==> config.mk <==
export PLATFORM = sky130hd
export DESIGN_NAME = signal_to_note_flat
export DESIGN_NICKNAME = d
export VERILOG_FILES = /design/src/rtl/note_pkg.sv /design/src/rtl/signal_to_note_if.sv /design/src/rtl/signal_to_note_edge_sync.sv /design/src/rtl/signal_to_note.sv /design/src/flat_wrapper.sv
export SDC_FILE = /design/constraint.sdc
export NUM_CORES = 1
export LEC_CHECK = 0
export ABC_AREA = 1
export BUFFER_PORTS_ARGS = -buffer_cell sky130_fd_sc_hd__buf_2
export CAP_MARGIN = 20
export CELL_PAD_IN_SITES_DETAIL_PLACEMENT = 2
export CELL_PAD_IN_SITES_GLOBAL_PLACEMENT = 2
export CORE_MARGIN = 2
export CORE_UTILIZATION = 36
export CTS_BUF_LIST = sky130_fd_sc_hd__clkbuf_4
export DETAILED_ROUTE_END_ITERATION = 10
export PLACE_DENSITY = 0.93
export SLEW_MARGIN = 20
export SYNTH_ARGS = -nofsm -noshare
export SYNTH_HDL_FRONTEND = slang
export SYNTH_SLANG_ARGS = --single-unit
==> constraint.sdc <==
create_clock -name clk -period 4.4 [get_ports clk]
set_input_delay 0.44 -clock clk [delete_from_list [all_inputs] [get_ports clk]]
set_output_delay 0.44 -clock clk [all_outputs]
set_load 0.005 [all_outputs]
==> src/rtl/note_pkg.sv <==
// Note table shared by the pitch decoder and the tone generator.
// Entries are in ascending pitch order; the decoder scans them in this order.
package note_pkg;

  localparam int DIV_NUM_DEFAULT = 5000;
  localparam int NUM_NOTES       = 21;

  typedef logic [4:0] note_code_t;

  localparam note_code_t NOTE_REST = 5'd0;

  // C4..B4 use codes 25..31, C5..B6 use codes 1..14
  localparam note_code_t NOTE_CODE [NUM_NOTES] = '{
    5'd25, 5'd26, 5'd27, 5'd28, 5'd29, 5'd30, 5'd31,
    5'd1,  5'd2,  5'd3,  5'd4,  5'd5,  5'd6,  5'd7,
    5'd8,  5'd9,  5'd10, 5'd11, 5'd12, 5'd13, 5'd14
  };

  localparam int NOTE_FREQ [NUM_NOTES] = '{
    262,  294,  330,  349,  392,  440,  494,
    523,  587,  659,  699,  784,  880,  988,
    1047, 1175, 1319, 1397, 1568, 1760, 1976
  };

  // FSM encoding kept as plain constants so older code can compare against them
  localparam logic [2:0] ST_IDLE    = 3'd0;
  localparam logic [2:0] ST_MEASURE = 3'd1;
  localparam logic [2:0] ST_SCAN    = 3'd2;
  localparam logic [2:0] ST_REPORT  = 3'd3;
  localparam logic [2:0] ST_SILENT  = 3'd4;

  // Tone half-period in clk cycles for a given frequency
  function automatic int half_period(input int freq, input int div = DIV_NUM_DEFAULT);
    return div / freq;
  endfunction

endpackage

==> src/rtl/signal_to_note_if.sv <==
// Speaker-monitor bus: square wave in, decoded note and measurement out.
interface signal_to_note_if #(
  parameter int CNT_W = 16
);

  logic             sig_in;
  logic [4:0]       note;
  logic             note_valid;
  logic             active;
  logic [CNT_W-1:0] period;

  // Side that produces the square wave and consumes the decode
  modport master (
    output sig_in,
    input  note,
    input  note_valid,
    input  active,
    input  period
  );

  // The decoder itself
  modport slave (
    input  sig_in,
    output note,
    output note_valid,
    output active,
    output period
  );

endinterface

==> src/rtl/signal_to_note_edge_sync.sv <==
// Brings the asynchronous speaker signal into the clk domain and produces a
// one-cycle pulse for each rising edge, three cycles after the input edge.
module edge_sync (
  input  logic clk,
  input  logic reset,
  input  logic sig_in,
  output logic edge_pulse
);

  logic sync1;
  logic sync2;
  logic sync2_d;

  // Two-flop synchronizer, delay stage and registered rising-edge detect
  always_ff @(posedge clk) begin
    // NOTE: flops use non-blocking assignments so every stage samples the
    // previous value of its neighbour; blocking here would collapse the chain.
    if (!reset) begin
      sync1      <= 1'b0;
      sync2      <= 1'b0;
      sync2_d    <= 1'b0;
      edge_pulse <= 1'b0;
    end else begin
      sync1      <= sig_in;
      sync2      <= sync1;
      sync2_d    <= sync2;
      edge_pulse <= sync2 & ~sync2_d;
    end
  end

endmodule

==> src/rtl/signal_to_note.sv <==
// Pitch decoder: measures the period of the speaker square wave and reports
// the note whose tone half-period is nearest, or rest after a silence timeout.
//
// The interval counter restarts on every synchronized rising edge, including
// edges that arrive while the table scan is busy. That way the edge accepted in
// MEASURE always closes exactly one period, even when the previous edge was
// dropped because the scan was still running.
module signal_to_note
  import note_pkg::*;
#(
  parameter int DIV_NUM = DIV_NUM_DEFAULT,
  parameter int CNT_W   = 16,
  parameter int TIMEOUT = 64
) (
  input  logic              clk,
  input  logic              reset,
  signal_to_note_if.slave   bus
);

  localparam logic [CNT_W-1:0] TIMEOUT_C = CNT_W'(TIMEOUT);
  localparam logic [4:0]       LAST_IDX  = 5'(NUM_NOTES - 1);

  logic             edge_pulse;
  logic [2:0]       state;
  logic [CNT_W-1:0] counter;
  logic [CNT_W-1:0] half;
  logic [4:0]       scan_idx;
  logic [CNT_W-1:0] best_diff;
  note_code_t       best_code;
  note_code_t       note_q;
  logic             note_valid_q;
  logic             active_q;
  logic [CNT_W-1:0] period_q;

  logic [CNT_W-1:0] half_tbl [NUM_NOTES];
  logic [CNT_W-1:0] tbl_val;
  logic [CNT_W-1:0] diff;

  edge_sync u_edge_sync (
    .clk        (clk),
    .reset      (reset),
    .sig_in     (bus.sig_in),
    .edge_pulse (edge_pulse)
  );

  // Constant half-period table, elaborated from the frequency list
  for (genvar gi = 0; gi < NUM_NOTES; gi++) begin : g_tbl
    assign half_tbl[gi] = CNT_W'(half_period(NOTE_FREQ[gi], DIV_NUM));
  end

  // Distance between the measured half-period and the entry under scan
  always_comb begin
    // NOTE: every always_comb output gets a default first so no path can leave
    // it unassigned and infer a latch.
    tbl_val = half_tbl[scan_idx];
    diff    = '0;
    if (half >= tbl_val) diff = half - tbl_val;
    else                 diff = tbl_val - half;
  end

  // Interval counter: restarts on every edge, saturates at the silence timeout
  always_ff @(posedge clk) begin
    if (!reset) begin
      counter <= '0;
    end else if (edge_pulse) begin
      counter <= '0;
    end else if (counter != TIMEOUT_C) begin
      counter <= counter + CNT_W'(1);
    end
  end

  // Measurement / scan / report sequencer
  always_ff @(posedge clk) begin
    if (!reset) begin
      state        <= ST_IDLE;
      half         <= '0;
      scan_idx     <= '0;
      best_diff    <= '0;
      best_code    <= NOTE_REST;
      note_q       <= NOTE_REST;
      note_valid_q <= 1'b0;
      active_q     <= 1'b0;
      period_q     <= '0;
    end else begin
      note_valid_q <= 1'b0;
      case (state)
        ST_IDLE: begin
          // First edge only arms the measurement
          if (edge_pulse) state <= ST_MEASURE;
        end

        ST_MEASURE: begin
          if (edge_pulse) begin
            period_q  <= counter + CNT_W'(1);
            half      <= (counter + CNT_W'(2)) >> 1;
            scan_idx  <= '0;
            best_diff <= '1;
            best_code <= NOTE_REST;
            state     <= ST_SCAN;
          end else if (counter == TIMEOUT_C) begin
            state <= ST_SILENT;
          end
        end

        ST_SCAN: begin
          // Strict compare keeps the lower-pitch entry on a tie
          if (diff < best_diff) begin
            best_diff <= diff;
            best_code <= NOTE_CODE[scan_idx];
          end
          if (scan_idx == LAST_IDX) state <= ST_REPORT;
          else                      scan_idx <= scan_idx + 5'd1;
        end

        ST_REPORT: begin
          active_q <= 1'b1;
          if (best_code != note_q) begin
            note_q       <= best_code;
            note_valid_q <= 1'b1;
          end
          state <= ST_MEASURE;
        end

        ST_SILENT: begin
          active_q <= 1'b0;
          if (note_q != NOTE_REST) begin
            note_q       <= NOTE_REST;
            note_valid_q <= 1'b1;
          end
          state <= ST_IDLE;
        end

        default: state <= ST_IDLE;
      endcase
    end
  end

  assign bus.note       = note_q;
  assign bus.note_valid = note_valid_q;
  assign bus.active     = active_q;
  assign bus.period     = period_q;

endmodule

==> src/flat_wrapper.sv <==
// flat-port wrapper written by rule: the top's interface ports become plain ports
module signal_to_note_flat import note_pkg::*;
#(
  parameter int DIV_NUM = DIV_NUM_DEFAULT,
  parameter int CNT_W   = 16,
  parameter int TIMEOUT = 64
)
  (clk, reset, bus_sig_in, bus_note, bus_note_valid, bus_active, bus_period);
  signal_to_note_if #(.CNT_W(CNT_W)) bus_i ();
  input  logic clk;
  input  logic reset;
  input wire logic [$bits(bus_i.sig_in)-1:0] bus_sig_in;
  output wire logic [$bits(bus_i.note)-1:0] bus_note;
  output wire logic [$bits(bus_i.note_valid)-1:0] bus_note_valid;
  output wire logic [$bits(bus_i.active)-1:0] bus_active;
  output wire logic [$bits(bus_i.period)-1:0] bus_period;
  assign bus_i.sig_in = bus_sig_in;
  assign bus_note = bus_i.note;
  assign bus_note_valid = bus_i.note_valid;
  assign bus_active = bus_i.active;
  assign bus_period = bus_i.period;
  signal_to_note #(.DIV_NUM(DIV_NUM), .CNT_W(CNT_W), .TIMEOUT(TIMEOUT)) u_core (.clk(clk), .reset(reset), .bus(bus_i));
endmodule
## Yosys cells after proc, flatten, opt, wreduce, memory -nomap -nowiden

Memories as Yosys holds them, arrays and structs flattened.
Cells that the tools add are included.

| storage, ports and cells | value |
|---|---|
| flip-flop bits (word level) | 87 |
| memory bits (read-only) | 672 |
| bits of input ports | 3 |
| logic and storage cells | 79 |
| memories | 2 |

Memories:

| name | depth | width | read ports | clocked after memory_dff | wr ports | line | source |
|---|---|---|---|---|---|---|---|
| (name not given) | 32 | 16 | 1 | 0 | 0 | signal_to_note.sv:55 | `tbl_val = half_tbl[scan_idx];` |
| (name not given) | 32 | 5 | 1 | 0 | 0 | signal_to_note.sv:109 | `best_code <= NOTE_CODE[scan_idx];` |

| operators by class | value |
|---|---|
| add/sub/neg operators | 5 |
| $lt $le $gt $ge | 3 |
| equality and inequality tests | 16 |
| mux-type cells | 25 |
| bitwise logic cells | 4 |
| reductions and logical operators | 10 |

Operator list:

| kind | count |
|---|---|
| two-way mux 16 bit | 5 |
| two-way mux 5 bit | 7 |
| one-hot mux 16 bit (2 select lines) | 1 |
| one-hot mux 5 bit (2 select lines) | 3 |
| adder 16 x 1 -> 16 bit, second input constant | 1 |
| adder 16 x 2 -> 16 bit, second input constant | 1 |
| == test 16 x 7 -> 1 bit, second input constant | 1 |
| >= comparator 15 x 16 -> 1 bit | 1 |
| < comparator 16 bit | 1 |
| inequality test 16 x 7 -> 1 bit, second input constant | 1 |
| subtractor 15 x 16 -> 16 bit | 1 |
| subtractor 16 x 15 -> 16 bit | 1 |
| two-way mux 3 bit | 4 |
| one-hot mux 3 bit (4 select lines) | 1 |
| AND reduction 3 bit | 4 |
| inequality test 2 x 1 -> 1 bit, second input constant | 4 |
| == test 3 x 2 -> 1 bit, second input constant | 2 |
| >= comparator 6 bit, second input constant | 1 |
| inequality test 2 bit, second input constant | 3 |
| inverter 5 -> 6 bit | 1 |
| adder 5 x 1 -> 5 bit, second input constant | 1 |
| == test 5 bit, second input constant | 1 |
| inequality test 5 bit | 1 |
| nonzero test 5 bit | 1 |
| other kinds (11) | 15 |

## Depth between registers and ports, before layout

| logic depth | value |
|---|---|
| depth in word-level cells | 9 |
| depth in mapped cells | 31 |

## Cells and area by module

A second synthesis with hierarchy kept.

| second synthesis, totals | value |
|---|---|
| cells, all modules | 818 |
| area total of the unflattened synthesis | 5517.8 µm² |

By module, submodules not included:

| module | instances | cells an instance | area an instance (µm²) | sequential area each (µm²) |
|---|---|---|---|---|
| signal_to_note | 1 | 807 | 5408.9 | 1661.6 |
| edge_sync | 1 | 11 | 108.9 | 80.1 |

## Worst setup path after synthesis

Ideal clock, no wire load.

| timing | value |
|---|---|
| path kind | register to register |
| from | register u_core.scan_idx[1] |
| to | register u_core.best_code[1] |
| setup time | 0.113 ns |
| data arrival time | 3.696 ns |
| slack | 0.591 ns |
| cell stages (with the launch flop) | 28 |
| cells stage by stage | dfxtp_1 -> inv_1 -> ha_1 -> nor2_1 -> a211oi_1 -> nor3_1 -> inv_1 -> fa_1 -> nor2_2 -> nor2_4 -> nor2_1 -> nor2_2 -> nand2_4 -> nand2_1 -> nand2_1 -> inv_1 -> ha_1 -> nand2_1 -> inv_1 -> o21ai_0 -> nand3_1 -> nor2_2 -> nand2_2 -> nand2_2 -> buf_6 -> nand2_1 -> nand2_1 -> nor2_1 |

| between the ends | value |
|---|---|
| cells in the longest elaborated chain, start to end | 9 |
| elaborated cells on any way between the ends | 16 |
| those cells by class | 2 x add/sub; 2 x order compare; 1 x eq/ne; 7 x mux; 1 x bitwise; 1 x reduce/logical; 2 x memory |

Ends and longest elaborated chain:

| what | line | source |
|---|---|---|
| start: declaration | signal_to_note.sv:27 | `logic [4:0] scan_idx;` |
| start signal: assignment | signal_to_note.sv:112 | `else scan_idx <= scan_idx + 5'd1;` |
| inverter 5 -> 6 bit (not written as such) * | signal_to_note.sv:55, signal_to_note.sv:109 |  |
| memory read (32 x 16 bit) | -- |  |
| two-way mux 16 bit (not written as such) (2 in series) | signal_to_note.sv:55 |  |
| subtractor 16 x 15 -> 16 bit (tied with other cells) | signal_to_note.sv:58 | `else diff = tbl_val - half;` |
| two-way mux 16 bit | signal_to_note.sv:57 | `if (half >= tbl_val) diff = half - tbl_val;` |
| < comparator 16 bit | signal_to_note.sv:107 | `if (diff < best_diff) begin` |
| inequality test 2 x 1 -> 1 bit (no line) | -- |  |
| AND reduction 3 bit (no line) | -- |  |
| end signal: assignment | signal_to_note.sv:109 |  |
| end: declaration | signal_to_note.sv:29 | `note_code_t best_code;` |

Mark *: on every way between the ends. The rest lies on a longest branch, timed or not. The select of a mux whose other input is x is not followed.
A chain may end at the register's enable or synchronous reset.

## Worst setup path after layout

| timing | value |
|---|---|
| from | register u_core.scan_idx[1] |
| to | register u_core.best_diff[1] |

| between the ends | value |
|---|---|
| cells in the longest elaborated chain, start to end | 9 |
| elaborated cells on any way between the ends | 13 |
| those cells by class | 2 x add/sub; 2 x order compare; 1 x eq/ne; 5 x mux; 1 x bitwise; 1 x reduce/logical; 1 x memory |

Ends and longest elaborated chain:

| what | line | source |
|---|---|---|
| inverter 5 -> 6 bit (not written as such) * | signal_to_note.sv:55 |  |
| memory read (32 x 16 bit) * | -- |  |
| two-way mux 16 bit (not written as such) * (2 in series) | signal_to_note.sv:55 |  |
| subtractor 16 x 15 -> 16 bit (tied with other cells) | signal_to_note.sv:58 |  |
| two-way mux 16 bit * | signal_to_note.sv:57 |  |
| < comparator 16 bit | signal_to_note.sv:107 |  |
| inequality test 2 x 1 -> 1 bit (no line) | -- |  |
| AND reduction 3 bit (no line) | -- |  |
| end signal: assignment | signal_to_note.sv:108 | `best_diff <= diff;` |
| end: declaration | signal_to_note.sv:28 | `logic [CNT_W-1:0] best_diff;` |

Marked as above.

==> flow_summary.ini <==
[grt]
grtUsageMet2 = 0.541
grt_pass1_vias = 6752
grt_antenna_before_repair = 1
met1_usage = 0.313
grt_max_degree = 32
met3_usage = 0.0557
busiest_layer = met2
gr-usage-all-layers = 0.295
overflow = 0
grt_pass1_wl_um = 37400

[synth]
syn_area_um2 = 5610
synth_area_per_cell_um2 = 6.57
ys_seq_area_frac = 0.311
synth-edff-count = 0
synthArstFlopShare = 0
netlist-cell-type-count = 41
synth-seq-cells = 87
syn-num-nets = 896
yosysWarnings = 0
syn_inst = 853
synthFlopType = dfxtp_1

[sta]
min_period_over_period = 1.09
fin_ws_ns = -0.408
setup_viol = 21
hold_violations = 0
holdWs_ns = 0.116
rsz0062_at_grt = true
slew_headroom = 0.435
tightest_slew_ns = 0.845
maxSlewViolCount = 0
fmax_mhz = 208
fin_skew_ns = 0.0350
period_needed_ns = 4.81

[clocking]
clockBufferDepth = 2
clk_pin_slew_ns = 0.19
htreeDepth = 3
cts_tree = done
clkLatencyLatePin_ns = 0.52
cts_inserted_buffers = 9
cts_num_sinks = 87
cts_root_buffer = clkbuf_4

[worst_hold_path]
whs_path_depth = 3
min_to = u_core.u_edge_sync.sync1
min_from = bus_sig_in
hp-class = primary input to flop

[power_and_ir_drop]
vdd_ir_drop_max_uv = 192
switchingPower_w = 0.000556
seq_power_share = 0.522
pwr-share-comb = 0.165
power.clock.fraction = 0.313
p_leak_nw = 3.20
p_int_w = 0.00102
powerDensity_nw_per_um2 = 233
sw_frac_of_total = 0.354

[finish]
drive_gt1_frac = 0.208
final-seq-area_um2 = 1750
nets = 945
fillers = 1833
fin_util = 0.443
area_growth_pct = 20.2
multi_input_area_um2 = 3700
layout.cells.non_filler = 1096

[status]
status = complete, but fails checks
violations = negative setup slack

[die]
fp.dieW_um = 129
num_rows = 45
start_util = 0.369
dieHeight_um = 129
dieArea_um2 = 16600
core_area_um2 = 15200
ios = 26

[setup_path]
endpoint_kind = flop
critPathRequiredTime_ns = 4.84
r2r-end = u_core.best_diff[1]
start_kind = flop
cp_common_cell = nor2_4
rr_worst_depth = 25
reg2reg_slack_ns = -0.41
crit_arrival_ns = 5.25
crit_fanout = 7
r2r-start = u_core.scan_idx[1]
cp_slowest_stage_delay_ns = 0.43
cp_slowest_cell = dfxtp_4
worst-setup-path-type = flop to flop

[placement]
numPlacedInstances = 1054
io_buffers = 25
gp_congestion = 0.861
dp_hpwl_um = 16400

[route]
drt_pre_antenna_iters = 5
totalWireLength_um = 29700
vias = 6394
antenna_left = 0
post_drt_wl_per_cell_um = 27.1
remaining_drc_errors = 0
drt_iter0_drc = 330
vias_per_cell = 5.83

[job]
maxCapViolations = 0
## flip-flops by register name (all words and copies together), names as in the netlist
name                           flops
u_core.best_diff                  16
u_core.u_edge_sync.sync2           1
u_core.scan_idx                    5
u_core.u_edge_sync.sync1           1
u_core.u_edge_sync.sync2_d         1
u_core.counter                    16
u_core.half                       15
u_core.bus.note                    5
u_core.u_edge_sync.edge_pulse      1
u_core.bus.active                  1
u_core.bus.period                 16
u_core.best_code                   5
u_core.bus.note_valid              1
u_core.state                       3
## Yosys cell counts, types with 3 or more instances
| library cell | instances | share of area |
|---|---|---|
| nand4_1 | 7 | 0.0078 |
| nor3_1 | 9 | 0.0080 |
| nand3_1 | 60 | 0.054 |
| nor2_1 | 103 | 0.069 |
| nand2_1 | 239 | 0.16 |
| o21ai_0 | 41 | 0.037 |
| o22ai_1 | 9 | 0.010 |
| xor2_1 | 22 | 0.034 |
| inv_2 | 6 | 0.0040 |
| nor2_2 | 7 | 0.0078 |
| nand2_2 | 4 | 0.0045 |
| xnor2_1 | 3 | 0.0047 |
| ha_1 | 38 | 0.085 |
| dfxtp_1 | 87 | 0.31 |
| buf_4 | 4 | 0.0054 |
| o21ai_2 | 3 | 0.0047 |
| nand2_4 | 3 | 0.0060 |
| buf_2 | 4 | 0.0036 |
| buf_6 | 5 | 0.010 |
| nor4_1 | 3 | 0.0033 |
| clkbuf_1 | 8 | 0.0054 |
| a21oi_1 | 42 | 0.037 |
| nor2_4 | 4 | 0.0080 |
| inv_1 | 121 | 0.081 |
## per-stage QoR
stage          instance area (µm²)  setup WS, ns  total power (W)  setup TNS (ns)
2_1_floorplan                 5610         0.591         0.000961               0
3_3_place_gp                  5910         0.223          0.00100               0
3_5_place_dp                  5910        -0.315          0.00102           -5.12
4_1_cts                       6160        0.0134          0.00149               0
5_1_grt                       6740        -0.539          0.00162           -7.85
6_report                      6740        -0.408          0.00157           -5.26
## per-layer routing
metal	wire [µm]	vias up
met5	0	-
met4	2960	0
met3	1620	170
met2	14700	296
met1	10400	3148
li1	-	2780
## cell type report
class | count | share of cell area
Multi-Input combinational cell | 619 | 0.549
Sequential cell | 87 | 0.259
Inverter | 127 | 0.0713
Timing Repair Buffer | 58 | 0.0659
Tap cell | 188 | 0.0349
Clock buffer | 9 | 0.0100
Clock inverter | 7 | 0.00910
Antenna cell | 1 | 0.000371
## critical path, delay by kind of cell (launching register included)
kind            cells  cell delay [ns]
buf+inv             5             0.72
flops               1             0.43
compound gates      7             1.12
simple gates        9             1.26
fa+ha+maj           4             1.18
## cells in the final DEF (no fill, tap or decap), types with 2 or more instances in the layout
cell       Yosys  final
clkbuf_4       0      9
nor2_4         4     14
buf_2          4     25
nor2_2         7      9
ha_2           0      6
nor2_1       103     92
xor2_1        22     22
nand4_1        7      7
nand2_2        4     16
buf_4          4     26
clkbuf_16      0      2
buf_12         0      2
nand2_8        0      2
ha_1          38     22
nand3_2        0      4
a21oi_4        0      3
ha_4           0     10
xnor2_1        3      3
o22ai_1        9      8
nor3_4         1      2
or2_2          2      2
a21oi_2        2      6
inv_1        121    110
nand2_1      239    223
inv_6          0      3
inv_2          6     16
o21ai_2        3      7
o21ai_0       41     36
nor3_1         9      8
buf_6          5      3
nor4_1         3      3
a21oi_1       42     35
inv_8          0      2
nand2_4        3      5
fa_2           0      2
dfxtp_1       87     85
nand3_1       60     55
## power by group through the flow
stage                     Clock, W  Combinational [W]  Sequential (W)
after floorplan                  0           0.000132        0.000829
after global placement           0           0.000166        0.000834
after detailed placement         0           0.000181        0.000836
after CTS                 0.000479           0.000192        0.000818
after global routing      0.000519           0.000281        0.000822
final                     0.000492           0.000260        0.000820
## cell families (layout without fill, tap and decap cells)
family	after synthesis	count (layout)	synth area share
AND/OR/NAND/NOR	444	445	0.339
buffers and inverters	148	201	0.109
AO/OA/AOI/OAI	109	109	0.110
flip-flops	87	87	0.311
adder cells (fa/ha/maj)	40	40	0.0919
XOR/XNOR	25	25	0.0391
other	0	1	0
## worst max path at each step
stage	depth (start not counted)	slack (ns)	start	end
final	25	-0.41	u_core.scan_idx[1]	u_core.best_diff[1]
after global routing	29	-0.54	u_core.scan_idx[1]	u_core.best_diff[1]
after CTS	27	0.01	u_core.scan_idx[1]	u_core.best_diff[1]
after detailed placement	25	-0.32	u_core.scan_idx[1]	u_core.best_code[1]
after global placement	25	0.22	u_core.scan_idx[1]	u_core.best_code[0]
after floorplan	27	0.59	u_core.scan_idx[1]	u_core.best_code[1]
## repair_timing
action	in CTS	in global routing
buffers inserted	5	16
gates resized for setup	18	95
endpoints found under the setup margin	21	21
gates cloned	1	3
hold buffers	0	0
pin swaps	6	33
Note: power is estimated with default switching activity, not from simulation.
